**config.mk**
```make
export PLATFORM = sky130hd
export DESIGN_NAME = prog_seq
export DESIGN_NICKNAME = d
export VERILOG_FILES = /design/src/rtl/prog_seq.sv
export SDC_FILE = /design/constraint.sdc
export NUM_CORES = 1
export LEC_CHECK = 0
export CORE_ASPECT_RATIO = 1.1
export CORE_MARGIN = 1
export CORE_UTILIZATION = 45
export DETAILED_ROUTE_END_ITERATION = 8
export GPL_TIMING_DRIVEN = 0
export MAX_ROUTING_LAYER = met4
export PLACE_DENSITY = 0.78
export SLEW_MARGIN = 30
export SYNTH_ARGS = -nofsm -noshare
export SYNTH_HDL_FRONTEND = slang
export SYNTH_SLANG_ARGS = --single-unit
```
**constraint.sdc**
```tcl
create_clock -name Clk -period 2.1 [get_ports Clk]
set_input_delay 0.42 -clock Clk [delete_from_list [all_inputs] [get_ports Clk]]
set_output_delay 0.42 -clock Clk [all_outputs]
set_load 0.005 [all_outputs]
```
**src/rtl/prog_seq.sv**
```systemverilog
// rtl/prog_seq.sv - instruction-fetch program counter sequencer
//
// Holds the program counter. Start launches one of NPROG programs from the
// ENTRY table. While a program runs, the sequencer supports stall, halt,
// absolute jump and signed relative branch. Its output drives the
// instruction-ROM address.
//
// Optional feature: define CALL_STACK_EN to build a DEPTH-entry hardware
// call/return stack. Without it, Call and Ret fall through to the lower
// priority controls, and StackErr is tied low.
//
// Ports:
//   Clk      in   clock, rising edge
//   Reset    in   asynchronous active-high reset
//   Start    in   launch program ProgSel (honoured in IDLE/DONE only)
//   ProgSel  in   program index sampled with Start
//   Stall    in   hold PC, state and stack this cycle
//   Halt     in   end current program (state -> DONE, PC holds)
//   Jump     in   absolute jump to Target
//   Branch   in   relative branch by Target when Taken
//   Taken    in   branch condition
//   Call     in   push return address, jump to Target (CALL_STACK_EN)
//   Ret      in   pop return address into PC (CALL_STACK_EN)
//   Target   in   absolute address or two's-complement offset
//   ProgCtr  out  current PC
//   Running  out  state == RUN
//   Done     out  state == DONE
//   StackErr out  sticky stack overflow/underflow flag
module prog_seq #(
  parameter int                 L     = 10,
  parameter int                 NPROG = 3,
  parameter logic [NPROG*L-1:0] ENTRY = {10'h200, 10'h100, 10'h000},
  parameter int                 DEPTH = 4
) (
  input  logic                     Clk,
  input  logic                     Reset,
  input  logic                     Start,
  input  logic [$clog2(NPROG)-1:0] ProgSel,
  input  logic                     Stall,
  input  logic                     Halt,
  input  logic                     Jump,
  input  logic                     Branch,
  input  logic                     Taken,
  input  logic                     Call,
  input  logic                     Ret,
  input  logic [L-1:0]             Target,
  output logic [L-1:0]             ProgCtr,
  output logic                     Running,
  output logic                     Done,
  output logic                     StackErr
);

  localparam int SW = $clog2(NPROG);

  typedef enum logic [1:0] {
    S_IDLE = 2'd0,
    S_RUN  = 2'd1,
    S_DONE = 2'd2
  } state_t;

  state_t       state_q, state_d;
  logic [L-1:0] pc_d;
  logic [L-1:0] pc_inc;
  logic [L-1:0] entry_pc;
  logic         sel_ok;

  assign pc_inc = ProgCtr + L'(1);

  // Entry lookup. sel_ok stays low for ProgSel >= NPROG, so such a Start is ignored.
  always_comb begin
    entry_pc = '0;
    sel_ok   = 1'b0;
    for (int p = 0; p < NPROG; p++) begin
      if (ProgSel == SW'(p)) begin
        entry_pc = ENTRY[p*L +: L];
        sel_ok   = 1'b1;
      end
    end
  end

`ifdef CALL_STACK_EN
  localparam int SPW = $clog2(DEPTH + 1);
  localparam int IW  = (DEPTH > 1) ? $clog2(DEPTH) : 1;

  logic [L-1:0]   stack_q [DEPTH];
  logic [SPW-1:0] sp_q, sp_d;
  logic [SPW-1:0] sp_m1;
  logic           err_q, err_d;
  logic           push_en;
  logic           stack_full;
  logic           stack_empty;

  assign sp_m1       = sp_q - SPW'(1);
  assign stack_full  = (sp_q == SPW'(DEPTH));
  assign stack_empty = (sp_q == '0);
  assign StackErr    = err_q;

  // Stack storage needs no reset: sp_q alone decides which entries are live.
  always_ff @(posedge Clk) begin
    if (push_en) begin
      stack_q[sp_q[IW-1:0]] <= pc_inc;
    end
  end

  always_ff @(posedge Clk or posedge Reset) begin
    if (Reset) begin
      sp_q  <= '0;
      err_q <= 1'b0;
    end else begin
      sp_q  <= sp_d;
      err_q <= err_d;
    end
  end
`else
  logic unused_ctl;
  assign unused_ctl = Call ^ Ret;
  assign StackErr   = 1'b0;
`endif

  always_ff @(posedge Clk or posedge Reset) begin
    if (Reset) begin
      state_q <= S_IDLE;
      ProgCtr <= '0;
    end else begin
      state_q <= state_d;
      ProgCtr <= pc_d;
    end
  end

  always_comb begin
    state_d = state_q;
    pc_d    = ProgCtr;
`ifdef CALL_STACK_EN
    sp_d    = sp_q;
    err_d   = err_q;
    push_en = 1'b0;
`endif
    case (state_q)
      S_IDLE, S_DONE: begin
        if (Start && sel_ok) begin
          state_d = S_RUN;
          pc_d    = entry_pc;
`ifdef CALL_STACK_EN
          sp_d    = '0;
          err_d   = 1'b0;
`endif
        end
      end
      S_RUN: begin
        if (Stall) begin
          // Hold everything, stack included.
        end else if (Halt) begin
          state_d = S_DONE;
        end
`ifdef CALL_STACK_EN
        else if (Ret) begin
          if (stack_empty) begin
            pc_d  = pc_inc;
            err_d = 1'b1;
          end else begin
            pc_d = stack_q[sp_m1[IW-1:0]];
            sp_d = sp_m1;
          end
        end else if (Call) begin
          pc_d = Target;
          if (stack_full) begin
            err_d = 1'b1;
          end else begin
            push_en = 1'b1;
            sp_d    = sp_q + SPW'(1);
          end
        end
`endif
        else if (Jump) begin
          pc_d = Target;
        end else if (Branch && Taken) begin
          // The add wraps modulo 2^L, so a negative offset branches backwards.
          pc_d = ProgCtr + Target;
        end else begin
          pc_d = pc_inc;
        end
      end
      default: begin
        state_d = S_IDLE;
      end
    endcase
  end

  assign Running = (state_q == S_RUN);
  assign Done    = (state_q == S_DONE);

endmodule

```
==> flow_summary.yaml <==
synthesis:
  synthArstFlopShare: 1.00
  synth-main-ff-cell: "dfrtp_1"
  ys_seq_area_frac: 0.276
  synthesis.instances: 124
  syn_area_per_cell_um2: 8.77
  synth-seq-cells: 12
  synth_edf_count: 0
  synth.net_count: 156
  syn_area_um2: 1090
  ys_warn_count: 0
  synth_cell_type_count: 40
worst_setup_path:
  cp_cell_sequence: "clkdlybuf4s50_1 > and3_1 > ha_2 > a21oi_2 > o21a_1 > o31ai_2 > xnor2_1 > nor3_2 > o22a_1"
  required_ns: 2.26
  critical_path_depth: 9
  cp-start-kind: "primary input"
  worstSetupPathType: "primary input to flop"
  max_stage_delay_ns: 0.48
  cp_slowest_cell: "clkdlybuf4s50_1"
  cp_max_fo: 5
  end_kind: "flop"
  cp_top_family: "compound AO/OA/AOI/OAI gates"
  critPathArrivalTime_ns: 2.20
  reg2regPathDepth: 9
  crit_buf_inv: 1
global_routing:
  grt_util_all_layers: 0.255
  grt_pass1_wl_mm: 4.86
  antenna_found_initial: 0
  grt_overflow: 0
  grt_pass1_vias: 1071
  grt_start_max_net_pins: 13
cells_and_area:
  syn2layout_area_growth_pct: 44.1
  stdcell_count: 191
  final_area_um2: 1570
  num_antenna_cells: 0
  final_cell_mix: "clkdlybuf4s50_1 (23), nand3_1 (15), dfrtp_1 (12)"
  nNetsFinal: 195
  drive_gt1_frac: 0.224
  final_common_cell: "clkdlybuf4s50_1"
clocking:
  cts_buffer_depth: 2
  root_buffer: "clkbuf_4"
  insertion_delay_ns: 0.27
  cts_sinks: 12
  cts_tree: "done"
  holdBufCountCts: 0
  clkTransAtPathRegs_ns: 0.09
  cts-buffers-inserted: 3
  htreeDepth: 1
placement:
  post-place-cells: 184
  gp_congestion: 0.867
  portBuffers: 30
  place_hpwl_mm: 2.00
  placed_area_um2: 1430
floorplan:
  die_h_um: 53.6
  ios: 35
  initial_core_util: 0.478
  die_x_um: 48.9
  core-area_um2: 2270
  dieArea_um2: 2620
  placement_rows: 18
power:
  power_frac_clock: 0.109
  p_switching_uw: 532
  pwr-share-seq: 0.299
  vdd_drop_max_mv: 0.594
  powerDensity_nw_per_um2: 869
  power_frac_comb: 0.592
  leakagePower_nw: 0.754
  p_sw_frac: 0.391
  p_int_uw: 829
timing:
  relSlewSlack: 0.635
  finalCriticalPeriod_ns: 2.04
  clock.fmax_mhz: 491
  period_share: 0.971
  grt_setup_unrepaired: "yes"
  drv_slew: 0
  hold_viol_final: 0
  fin_worst_skew_ns: 0.00946
  tightest_slew_ns: 0.547
  setup_violations: 0
route:
  ant_nets: 0
  num_vias: 1085
  drtPass1Iterations: 4
  drtIter0Drc: 22
  via_per_inst: 5.68
  top_layer: "met4"
  wl_met3_um: 87
  wl_per_cell_um: 15.3
  drc: 0
  wl_met1_mm: 1.30
  wirelength_mm: 2.92
  wl_met2_mm: 1.52
job:
  maxCapViolCount: 0
worst_hold_path:
  min_delay_path_depth: 3
  hp-class: "primary input to flop"
status:
  status: "complete, no violations"
[cells by family (layout without fill, tap and decap cells)]
group / Yosys count / after routing / synth area share
and+or+nand+nor: 44 / 44 / 0.243
AOI/OAI and AO/OA: 33 / 33 / 0.194
DFF: 12 / 12 / 0.276
buffers and inverters: 11 / 48 / 0.0495
adders and majority gates: 10 / 10 / 0.122
xor gates and xnor gates: 7 / 7 / 0.0564
muxes: 6 / 6 / 0.0552
other: 1 / 1 / 0.00345
[path summary, 6_finish.rpt]
path / start / end / slack, ns
max in group asynchronous: Reset / ProgCtr[6] / 1.30
max: Target[5] / ProgCtr[8] / 0.06
max reg2reg: ProgCtr[0] / ProgCtr[4] / 0.10
min: Target[0] / ProgCtr[0] / 0.44
min in group asynchronous: Reset / ProgCtr[0] / 0.46
min reg2reg: ProgCtr[8] / ProgCtr[8] / 0.55
[cells in the mapped netlist, types with 2 or more instances]
library cell,count,share of area
a21o_1,5,0.035
a21oi_1,7,0.032
a31oi_1,3,0.017
and3_1,9,0.052
clkbuf_1,2,0.0069
dfrtp_1,12,0.28
ha_1,9,0.10
inv_1,4,0.014
mux2i_1,6,0.055
nand2_1,4,0.014
nand2b_1,2,0.012
nand3_1,15,0.069
nor2_1,3,0.010
nor3_1,3,0.014
o21ai_1,10,0.046
xnor2_1,3,0.024
xor2_1,4,0.032
[state kept, by name (all words and copies together), names as in the netlist]
register  flops
ProgCtr      10
state_q       2
[power groups by stage]
| stage | Clock [mW] | Combinational, mW | Sequential (mW) |
|---|---|---|---|
| after global routing | 0.160 | 0.885 | 0.422 |
| after floorplan | 0 | 0.422 | 0.398 |
| after CTS | 0.152 | 0.772 | 0.408 |
| after detailed placement | 0 | 0.721 | 0.402 |
| final | 0.148 | 0.806 | 0.407 |
| after global placement | 0 | 0.706 | 0.398 |
[timing repair]
item / 4_1_cts / 5_1_grt
pin swaps: 7 / 9
gates resized for setup: 18 / 17
buffers inserted: 3 / 1
endpoints found under the setup margin: 8 / 6
[tightest hold or removal path: stages]
cell and delay (ns):
clkbuf_2 0.08, mux2i_1 0.06, o21ai_1 0.11
[metrics by stage]
step | setup TNS (ns) | setup WS [ns] | power, mW | util | hold slack (ns)
2_1_floorplan | 0 | 0.0310 | 0.820 | - | 0.285
3_3_place_gp | -4.41 | -0.763 | 1.10 | 0.628 | 0.519
3_5_place_dp | -4.76 | -0.786 | 1.12 | 0.628 | 0.537
4_1_cts | 0 | 0.00273 | 1.33 | 0.665 | 0.470
5_1_grt | -0.0547 | -0.0402 | 1.47 | 0.689 | 0.451
6_report | 0 | 0.0613 | 1.36 | 0.689 | 0.436
[per-layer routing]
layer  vias up  global-route usage
met5         -                   -
met4         0              0.0539
met3         2              0.0254
met2        23               0.475
met1       528               0.304
li1        532                   -
[cell type report]
| cell class | instances | area [um2] |
|---|---|---|
| well taps | 30 | 37.5 |
| multi-input cells | 101 | 822 |
| flip-flops and latches | 12 | 300 |
| clock buffers | 3 | 22.5 |
| inverters | 5 | 18.8 |
| repair buffers | 34 | 330 |
| fillers | 184 | 708 |
| plain buffers | 6 | 35.0 |
Power figures use the tool's default switching activity.
